--- config.mk ---
export PLATFORM = sky130hd
export DESIGN_NAME = vend_controller
export DESIGN_NICKNAME = d
export VERILOG_FILES = /design/src/rtl/vend_pkg.sv /design/src/rtl/vend_change_dispenser.sv /design/src/rtl/vend_controller.sv
export SDC_FILE = /design/constraint.sdc
export NUM_CORES = 1
export LEC_CHECK = 0
export CORE_MARGIN = 1.5
export CORE_UTILIZATION = 55
export CTS_CLUSTER_SIZE = 10
export DETAILED_ROUTE_END_ITERATION = 8
export PLACE_DENSITY = 0.85
export SYNTH_ARGS = -nofsm -noshare
export SYNTH_HDL_FRONTEND = slang
export SYNTH_HIERARCHICAL = 1
export SYNTH_SLANG_ARGS = --single-unit
--- constraint.sdc ---
create_clock -name clk -period 4.85 [get_ports clk]
set_input_delay 0.97 -clock clk [delete_from_list [all_inputs] [get_ports clk]]
set_output_delay 0.97 -clock clk [all_outputs]
set_load 0.02 [all_outputs]
--- src/rtl/vend_pkg.sv ---
// Shared types and helpers for the vending controller: FSM state encoding,
// price-table extraction and one-hot selection check.
package vend_pkg;

    typedef enum logic [1:0] {
        ST_IDLE     = 2'd0,
        ST_CREDIT   = 2'd1,
        ST_DISPENSE = 2'd2,
        ST_CHANGE   = 2'd3
    } state_e;

    // Widest packed price table the extract helper accepts.
    localparam int PRICE_VEC_W = 512;

    function automatic logic [31:0] price_extract(input logic [PRICE_VEC_W-1:0] prices,
                                                  input int idx,
                                                  input int width);
        logic [31:0] mask;
        mask = (32'd1 << width) - 32'd1;
        return 32'(prices >> (idx * width)) & mask;
    endfunction

    function automatic logic is_onehot(input logic [31:0] v);
        return (v != 32'd0) && ((v & (v - 32'd1)) == 32'd0);
    endfunction

endpackage

--- src/rtl/vend_change_dispenser.sv ---
// Change ejector: loads an amount, then emits one coin pulse every other cycle,
// largest coin first, until nothing remains.
module vend_change_dispenser #(
    parameter int CREDIT_W    = 8,
    parameter int COIN_HI_VAL = 5
) (
    input  logic                clk,
    input  logic                reset,
    input  logic                load_i,
    input  logic [CREDIT_W-1:0] load_val_i,
    input  logic                active_i,
    output logic                change_lo_o,
    output logic                change_hi_o,
    output logic [CREDIT_W-1:0] next_remaining_o,
    output logic                done_o
);

    logic [CREDIT_W-1:0] remaining_q, remaining_d;
    logic                phase_q, phase_d;
    logic                change_lo_q, change_lo_d;
    logic                change_hi_q, change_hi_d;

    always_comb begin
        remaining_d = remaining_q;
        phase_d     = phase_q;
        change_lo_d = 1'b0;
        change_hi_d = 1'b0;
        if (load_i) begin
            remaining_d = load_val_i;
            phase_d     = 1'b0;
        end else if (active_i) begin
            // phase_q high marks the mandatory gap cycle after each pulse
            if (phase_q) begin
                phase_d = 1'b0;
            end else if (remaining_q != '0) begin
                phase_d = 1'b1;
                if (remaining_q >= CREDIT_W'(COIN_HI_VAL)) begin
                    change_hi_d = 1'b1;
                    remaining_d = remaining_q - CREDIT_W'(COIN_HI_VAL);
                end else begin
                    change_lo_d = 1'b1;
                    remaining_d = remaining_q - CREDIT_W'(1);
                end
            end
        end
    end

    always_ff @(posedge clk or posedge reset) begin
        if (reset) begin
            remaining_q <= '0;
            phase_q     <= 1'b0;
            change_lo_q <= 1'b0;
            change_hi_q <= 1'b0;
        end else begin
            remaining_q <= remaining_d;
            phase_q     <= phase_d;
            change_lo_q <= change_lo_d;
            change_hi_q <= change_hi_d;
        end
    end

    assign change_lo_o      = change_lo_q;
    assign change_hi_o      = change_hi_q;
    assign next_remaining_o = remaining_d;
    assign done_o           = (remaining_q == '0);

endmodule

--- src/rtl/vend_controller.sv ---
// Multi-product vending controller: accumulates saturating coin credit, vends by
// price, and refunds leftover credit as coins on vend, cancel or inactivity.
module vend_controller
    import vend_pkg::*;
#(
    parameter int                        N_PROD       = 4,
    parameter int                        CREDIT_W     = 8,
    parameter int                        COIN_HI_VAL  = 5,
    parameter int                        MAX_CREDIT   = 99,
    parameter logic [N_PROD*CREDIT_W-1:0] PRICES      = {8'd6, 8'd5, 8'd4, 8'd3},
    parameter int                        DISPENSE_CYC = 200,
    parameter int                        TIMEOUT_CYC  = 1000
) (
    input  logic                clk,
    input  logic                reset,
    input  logic                coin_lo,
    input  logic                coin_hi,
    input  logic                cancel,
    input  logic [N_PROD-1:0]   sel,
    output logic [CREDIT_W-1:0] credit,
    output logic [N_PROD-1:0]   dispense,
    output logic                coin_reject,
    output logic                short_credit,
    output logic                change_lo,
    output logic                change_hi,
    output logic                busy
);

    localparam int SUM_W  = CREDIT_W + 1;
    localparam int TMR_W  = $clog2(TIMEOUT_CYC + 1);
    localparam int DCNT_W = $clog2(DISPENSE_CYC + 1);
    localparam logic [TMR_W-1:0]  TMR_LAST  = TMR_W'(TIMEOUT_CYC - 1);
    localparam logic [DCNT_W-1:0] DCNT_LAST = DCNT_W'(DISPENSE_CYC - 1);

    state_e              state_q, state_d;
    logic [CREDIT_W-1:0] credit_q, credit_d;
    logic [TMR_W-1:0]    timer_q, timer_d;
    logic [DCNT_W-1:0]   disp_cnt_q, disp_cnt_d;
    logic [N_PROD-1:0]   prod_q, prod_d;
    logic [N_PROD-1:0]   dispense_q, dispense_d;
    logic                coin_reject_q, coin_reject_d;
    logic                short_credit_q, short_credit_d;
    logic                busy_q, busy_d;

    logic [CREDIT_W-1:0] price [N_PROD];
    logic [CREDIT_W-1:0] sel_price;
    logic                sel_onehot;
    logic [SUM_W-1:0]    coin_sum, credit_plus;
    logic                any_coin, coin_ok, activity;
    logic [CREDIT_W-1:0] accepted, credit_acc;

    logic                chg_load, chg_done;
    logic [CREDIT_W-1:0] chg_load_val, chg_next_remaining;

    for (genvar gi = 0; gi < N_PROD; gi++) begin : g_price
        assign price[gi] = CREDIT_W'(price_extract(PRICE_VEC_W'(PRICES), gi, CREDIT_W));
    end

    always_comb begin
        sel_price = '0;
        for (int i = 0; i < N_PROD; i++) begin
            if (sel[i]) sel_price = price[i];
        end
    end

    // Overflow is judged against pre-coin credit; the extra bit keeps the sum from wrapping.
    assign sel_onehot  = is_onehot(32'(sel));
    assign any_coin    = coin_lo | coin_hi;
    assign coin_sum    = SUM_W'(coin_lo) + (coin_hi ? SUM_W'(COIN_HI_VAL) : SUM_W'(0));
    assign credit_plus = {1'b0, credit_q} + coin_sum;
    assign coin_ok     = (credit_plus <= SUM_W'(MAX_CREDIT));
    assign accepted    = coin_ok ? coin_sum[CREDIT_W-1:0] : '0;
    assign credit_acc  = credit_q + accepted;
    assign activity    = (any_coin && coin_ok) || (sel != '0) || cancel;

    always_comb begin
        state_d        = state_q;
        credit_d       = credit_q;
        timer_d        = timer_q;
        disp_cnt_d     = disp_cnt_q;
        prod_d         = prod_q;
        dispense_d     = '0;
        coin_reject_d  = 1'b0;
        short_credit_d = 1'b0;
        chg_load       = 1'b0;
        chg_load_val   = '0;
        unique case (state_q)
            ST_IDLE: begin
                if (any_coin) begin
                    state_d  = ST_CREDIT;
                    credit_d = coin_sum[CREDIT_W-1:0];
                    timer_d  = '0;
                end
            end
            ST_CREDIT: begin
                coin_reject_d = any_coin && !coin_ok;
                if (cancel) begin
                    state_d      = ST_CHANGE;
                    chg_load     = 1'b1;
                    chg_load_val = credit_acc;
                    credit_d     = credit_acc;
                end else if (sel_onehot && (credit_q >= sel_price)) begin
                    state_d    = ST_DISPENSE;
                    prod_d     = sel;
                    dispense_d = sel;
                    disp_cnt_d = '0;
                    credit_d   = credit_acc - sel_price;
                end else begin
                    short_credit_d = sel_onehot;
                    credit_d       = credit_acc;
                    if (activity) begin
                        timer_d = '0;
                    end else if (timer_q == TMR_LAST) begin
                        state_d      = ST_CHANGE;
                        chg_load     = 1'b1;
                        chg_load_val = credit_q;
                    end else begin
                        timer_d = timer_q + TMR_W'(1);
                    end
                end
            end
            ST_DISPENSE: begin
                coin_reject_d = any_coin;
                if (disp_cnt_q == DCNT_LAST) begin
                    if (credit_q != '0) begin
                        state_d      = ST_CHANGE;
                        chg_load     = 1'b1;
                        chg_load_val = credit_q;
                    end else begin
                        state_d = ST_IDLE;
                    end
                end else begin
                    disp_cnt_d = disp_cnt_q + DCNT_W'(1);
                    dispense_d = prod_q;
                end
            end
            ST_CHANGE: begin
                coin_reject_d = any_coin;
                credit_d      = chg_next_remaining;
                if (chg_done) begin
                    state_d  = ST_IDLE;
                    credit_d = '0;
                end
            end
            default: state_d = ST_IDLE;
        endcase
    end

    assign busy_d = (state_d == ST_DISPENSE) || (state_d == ST_CHANGE);

    always_ff @(posedge clk or posedge reset) begin
        if (reset) begin
            state_q        <= ST_IDLE;
            credit_q       <= '0;
            timer_q        <= '0;
            disp_cnt_q     <= '0;
            prod_q         <= '0;
            dispense_q     <= '0;
            coin_reject_q  <= 1'b0;
            short_credit_q <= 1'b0;
            busy_q         <= 1'b0;
        end else begin
            state_q        <= state_d;
            credit_q       <= credit_d;
            timer_q        <= timer_d;
            disp_cnt_q     <= disp_cnt_d;
            prod_q         <= prod_d;
            dispense_q     <= dispense_d;
            coin_reject_q  <= coin_reject_d;
            short_credit_q <= short_credit_d;
            busy_q         <= busy_d;
        end
    end

    vend_change_dispenser #(
        .CREDIT_W    (CREDIT_W),
        .COIN_HI_VAL (COIN_HI_VAL)
    ) u_change (
        .clk              (clk),
        .reset            (reset),
        .load_i           (chg_load),
        .load_val_i       (chg_load_val),
        .active_i         (state_q == ST_CHANGE),
        .change_lo_o      (change_lo),
        .change_hi_o      (change_hi),
        .next_remaining_o (chg_next_remaining),
        .done_o           (chg_done)
    );

    assign credit       = credit_q;
    assign dispense     = dispense_q;
    assign coin_reject  = coin_reject_q;
    assign short_credit = short_credit_q;
    assign busy         = busy_q;

endmodule

* Word level (Yosys, flattened, before mapping)
Cells that the tools add are included.
** Word-level totals
- Bits in registers :: 50
- Input port bits :: 9
- Output and inout port bits :: 17
- Word-level logic and storage cells :: 135
** Cells by class
- Add/subtract/negate cells :: 9
- Magnitude comparators :: 3
- Equality and inequality tests :: 13
- Multiplexer cells :: 71
- Bitwise gates (word level) :: 3
- Reductions and logical operators :: 23
** Operators with widths (number)
- 8-bit 2-to-1 mux :: 21
- 10-bit 2-to-1 mux :: 5
- 4-bit by 32-bit AND with 32-bit output :: 1
- 32-bit logical NOT :: 1
- 8-bit one-hot mux with 2 select lines :: 2
- 8-bit one-hot mux with 3 select lines :: 1
- 1-bit 2-to-1 mux :: 23
- 10-bit one-hot mux with 2 select lines :: 1
- 2-bit 2-to-1 mux :: 9
- 4-bit 2-to-1 mux :: 4
- 8-bit nonzero test :: 2
- 10-bit by 1-bit adder with 10-bit output (second input constant) :: 1
- 10-bit == test (second input constant) :: 1
- 2-bit inequality test (second input constant) :: 5
- 8-bit by 4-bit adder with 9-bit output :: 1
- 9-bit by 7-bit <= comparator with 1-bit output (second input constant) :: 1
- 8-bit by 1-bit adder with 8-bit output (second input constant) :: 1
- 8-bit by 4-bit adder with 8-bit output :: 1
- 2-bit == test (second input constant) :: 4
- 8-bit == test (second input constant) :: 1
- 8-bit by 3-bit greater-or-equal comparator with 1-bit output (second input constant) :: 1
- 8-bit greater-or-equal comparator :: 1
- 8-bit logical NOT :: 1
- 2-bit one-hot mux with 4 select lines :: 1
- 24 further kinds :: 32

* Longest topological paths before layout
- Depth after elaboration :: 14
- Mapped depth :: 24

* Cells and area by module
Netlist, hierarchy kept.
** Modules (own cells, without submodules)
- vend_controller :: times used 1, cells an instance 398, area an instance 3324.4 um^2, sequential area each 950.9 um^2
- vend_change_dispenser :: times used 1, cells an instance 86, area an instance 773.2 um^2, sequential area each 275.3 um^2

* Worst setup path after synthesis
No wires, ideal clock.
- Path kind :: in2reg
- Start point :: in coin_lo
- End point :: reg credit_q[7] (netlist: credit[7])
- Arrival time :: 5149 ps
- Data required time :: 4712 ps
- Slack :: -437 ps
- Stages :: 22
- Buffers on the path :: 0
- Cells stage by stage :: inv_1 ha_1 ha_1 inv_1 fa_1 nor2b_4 a21oi_1 or3_4 a31oi_1 and2_1 ha_1 inv_1 fa_1 inv_1 ha_1 nor2b_1 o21ai_0 nand2_1 nor4_4 nand3_1 xnor2_1 o221ai_1
** Between the ends
- Cells in the longest elaborated chain, start to end :: 13
- Elaborated cells on any way between the ends :: 25
- Classes of those cells :: add/sub (4); order compare (1); eq/ne (1); mux (14); bitwise (1); reduce/logical (4)
** Ends and longest elaborated chain
- from (decl) :: RTL line vend_controller.sv:16 : input logic coin_lo,
- branches (longest 13 deep; another with 8-bit by 4-bit adder with 9-bit output)
- to (signal assigned) :: RTL line vend_controller.sv:164 : credit_q <= credit_d;
- to (decl) :: RTL line vend_controller.sv:36 : logic [CREDIT_W-1:0] credit_q, credit_d;
Parallel ways; which one is timed is not known.
A chain may end at the register's enable or synchronous reset.

* Final worst setup path
Ends and elaborated chain as after synthesis.

==> impl_metrics.csv <==
group,metric,value,unit
outcome,status,"complete, no violations",
sta,worst_pin_slew,1105,ps
setup_path,r2r-start,"credit[0]",
yosys,yosys_warnings,6,
hold_path,hold_depth,2,
yosys,synth_cells,484,
sta,final_hold_viol_count,0,
yosys,syn_area,0.004098,sq mm
setup_path,crit_arrival,4980,ps
place,dpl.hpwl,8129,um
place,io_buffers,25,
job,maxCapViolCount,0,
global_routing,grtUsageTotal,0.2958,
floorplan,io_pins,26,
cts,cts_tree,"built",
setup_path,path_class,"in -> reg",
routing,drt_first_pass_iters,5,
floorplan,coreArea,0.007214,sq mm
global_routing,gr-total-overflow,0,
global_routing,grt_pass1_wl,18340,um
cts,cts.sinks,49,
routing,wl_per_cell,17.18,um
yosys,synth_edf_count,0,
sta,rsz0062_at_grt,"true",
final_layout,multi_input_area,0.002765,sq mm
final_layout,n_fill_cell,580,
routing,drtIter0Drc,421,
final_layout,final_nets,577,
hold_path,min-delay-start,"prod_q[2]",
yosys,async_reset_ff_frac,1.000,
pwr,peakVddDrop,0.0002051,V
pwr,p_int,1.070,mW
sta,drv_slew,0,
cts,cts_max_level,2,
final_layout,area_delta_synth_final,21.07,%
yosys,yosysMostFrequentCell,"nand2_1",
setup_path,timing.rr.end,"credit[7]",
final_layout,stdcell_count,640,
setup_path,r2r_slack,410,ps
yosys,ys_types,85,
routing,routed_wirelength,10990,um
yosys,synth.largest_area_cell,"dfrtp_1",
yosys,yosys-top-cells-area,"dfrtp_1, ha_1, nand2_1",
routing,via_per_inst,6.242,
place,dpl.cell_count,627,
routing,drc,0,
floorplan,die_w,89.32,um
cts,clkSlewWorstSetupHoldPaths,100,ps
pwr,power_switching,0.7592,mW
sta,finalSetupTns,0,ps
yosys,synth_top_area_frac,0.2992,
cts,cts_made_buffers,5,
floorplan,die_area,0.007977,sq mm
global_routing,grt_max_degree,39,
sta,finalSetupViolations,0,
place,gp_congestion,0.9813,
floorplan,initial_core_util,0.5680,
cts,clkLatencyLatePin,310,ps
hold_path,whs_endpoint,"prod_q[2]",
yosys,synthFlopType,"dfrtp_1",
hold_path,hold_path_class,"reg -> reg",
yosys,ys_seq_elements,49,
sta,fin_worst_skew,11.77,ps
final_layout,drive_above_1_share,0.1848,
yosys,seq_area_frac_synth,0.2992,
cts,clk_path_buf_depth,2,
floorplan,rows,31,
routing,num_vias,3995,
routing,antenna_left,0,
setup_path,cp-start-kind,"input pin",
cts,cts_hold_buffers,0,
cts,root_buffer,"clkbuf_8",
setup_path,reg2regPathDepth,20,
sta,max_freq,207.5,MHz
pwr,cellPowerDensity,368.8,mW/mm^2
pwr,power.leakage,2.123,nW
global_routing,antenna_found_initial,0,
pwr,sequentialPowerShare,0.283,
setup_path,worst-path-max-fanout,2,
yosys,syn-num-nets,521,
pwr,switching_share,0.4150,
setup_path,worstPathRequired,5010,ps
final_layout,regArea,0.001226,sq mm
yosys,synth_common_cells,"nand2_1, dfrtp_1, nor2_1, inv_1, a21oi_1",
sta,timing.final.crit_period,4819,ps
global_routing,grt_pass1_vias,3779,
pwr,clock_power_share,0.195,
floorplan,die_h,89.32,um
setup_path,worstSetupEndpointType,"flop",
sta,slew_headroom,0.2636,
final_layout,antenna_cells,0,
pwr,combPwrFrac,0.522,
sta,finalCritPeriodShare,0.9936,
yosys,syn_avg_cell_area,8.466,sq um
[final cells by class]
cell class              count  share of cell area
flip-flops and latches     49              0.2472
clock inverters             3             0.01387
well taps                  99             0.02497
inverters                  33             0.02749
multi-input cells         385              0.5574
repair buffers             66              0.1153
clock buffers               5             0.01387
[metrics by stage]
stage               power [mW]  hold WS (ps)    util  area [sq um]  setup slack, ps
floorplan                1.108         445.7       -          4155           -23.51
finish                   1.830         488.0  0.6877          4961            30.96
global placement         1.377         458.4  0.6535          4715           -608.1
detailed placement       1.402         468.0  0.6535          4715           -720.6
global route             1.938         522.3  0.6877          4961           -207.5
CTS                      1.772         490.3  0.6745          4866            25.17
[state kept, by name (all words and copies together), names as in the netlist]
| name | flops |
|---|---|
| busy | 1 |
| coin_reject | 1 |
| credit | 8 |
| disp_cnt_q | 8 |
| dispense | 4 |
| prod_q | 4 |
| short_credit | 1 |
| state_q | 1 |
| timer_q | 10 |
| u_change/change_hi_o | 1 |
| u_change/change_lo_o | 1 |
| u_change/phase_q | 1 |
| u_change/remaining_q | 8 |
[routing by layer]
layer / up-vias / track usage / share of wire
met2: 189 / 0.4751 / 0.47
met4: 0 / 0.09091 / 0.026
met1: 1918 / 0.4077 / 0.43
met3: 28 / 0.05448 / 0.074
met5: - / 0 / 0
li1: 1860 / - / -
[worst max-delay path: stages]
cell and delay, ps:
buf_8 90, inv_8 30, ha_4 260, ha_4 130, inv_2 30, fa_2 350, nor2b_4 150, a21oi_2 60
or3_4 410, a31oi_4 180, and2_4 170, ha_4 120, inv_2 40, fa_1 540, inv_1 70, ha_1 260
nor2b_1 130, o21ai_1 180, nand2_1 110, nor4_4 290, nand3_1 120, xnor2_1 180, o221ai_1 110
[logic make-up (layout without fill, tap and decap cells)]
family | count (synthesis) | after routing | synth area share
XOR/XNOR | 19 | 19 | 0.04244
AO/OA/AOI/OAI | 137 | 137 | 0.2418
flip-flops | 49 | 49 | 0.2992
adder cells (fa/ha/maj) | 28 | 28 | 0.09099
buffers and inverters | 50 | 107 | 0.05099
multiplexers | 4 | 4 | 0.009771
AND/OR/NAND/NOR | 197 | 197 | 0.2647
[power groups by stage]
stage                     Combinational [mW]  Sequential (mW)  Clock, mW
after floorplan                        0.591            0.517          0
after global placement                 0.858            0.519          0
after detailed placement               0.880            0.522          0
after CTS                              0.901            0.513      0.358
after global routing                    1.04            0.525      0.372
final                                  0.954            0.519      0.357
[worst max-delay path by stage]
stage                        from   endpoint  cells after the start
after floorplan           coin_lo  credit[7]                     22
after global placement    coin_lo  credit[7]                     23
after detailed placement  coin_lo  credit[7]                     23
after CTS                 coin_hi  credit[7]                     23
after global routing      coin_lo  credit[7]                     23
final                     coin_lo  credit[7]                     23
[cell usage in the layout, fill, tap and decap left out, types with 14 or more instances in the layout]
cell type	instances
clkdlybuf4s50_1	23
nor2_1	35
inv_1	29
nand2_1	61
ha_1	21
buf_4	40
dfrtp_1	49
o21ai_0	22
a21oi_1	27
nand3_1	14
[repair_timing]
item	in CTS	in global routing
gates resized for setup	9	19
setup endpoints to repair	9	7
buffers inserted	1	4
endpoints found under the hold margin	0	0
pin swaps	3	14
(Power assumes the default switching activity.)
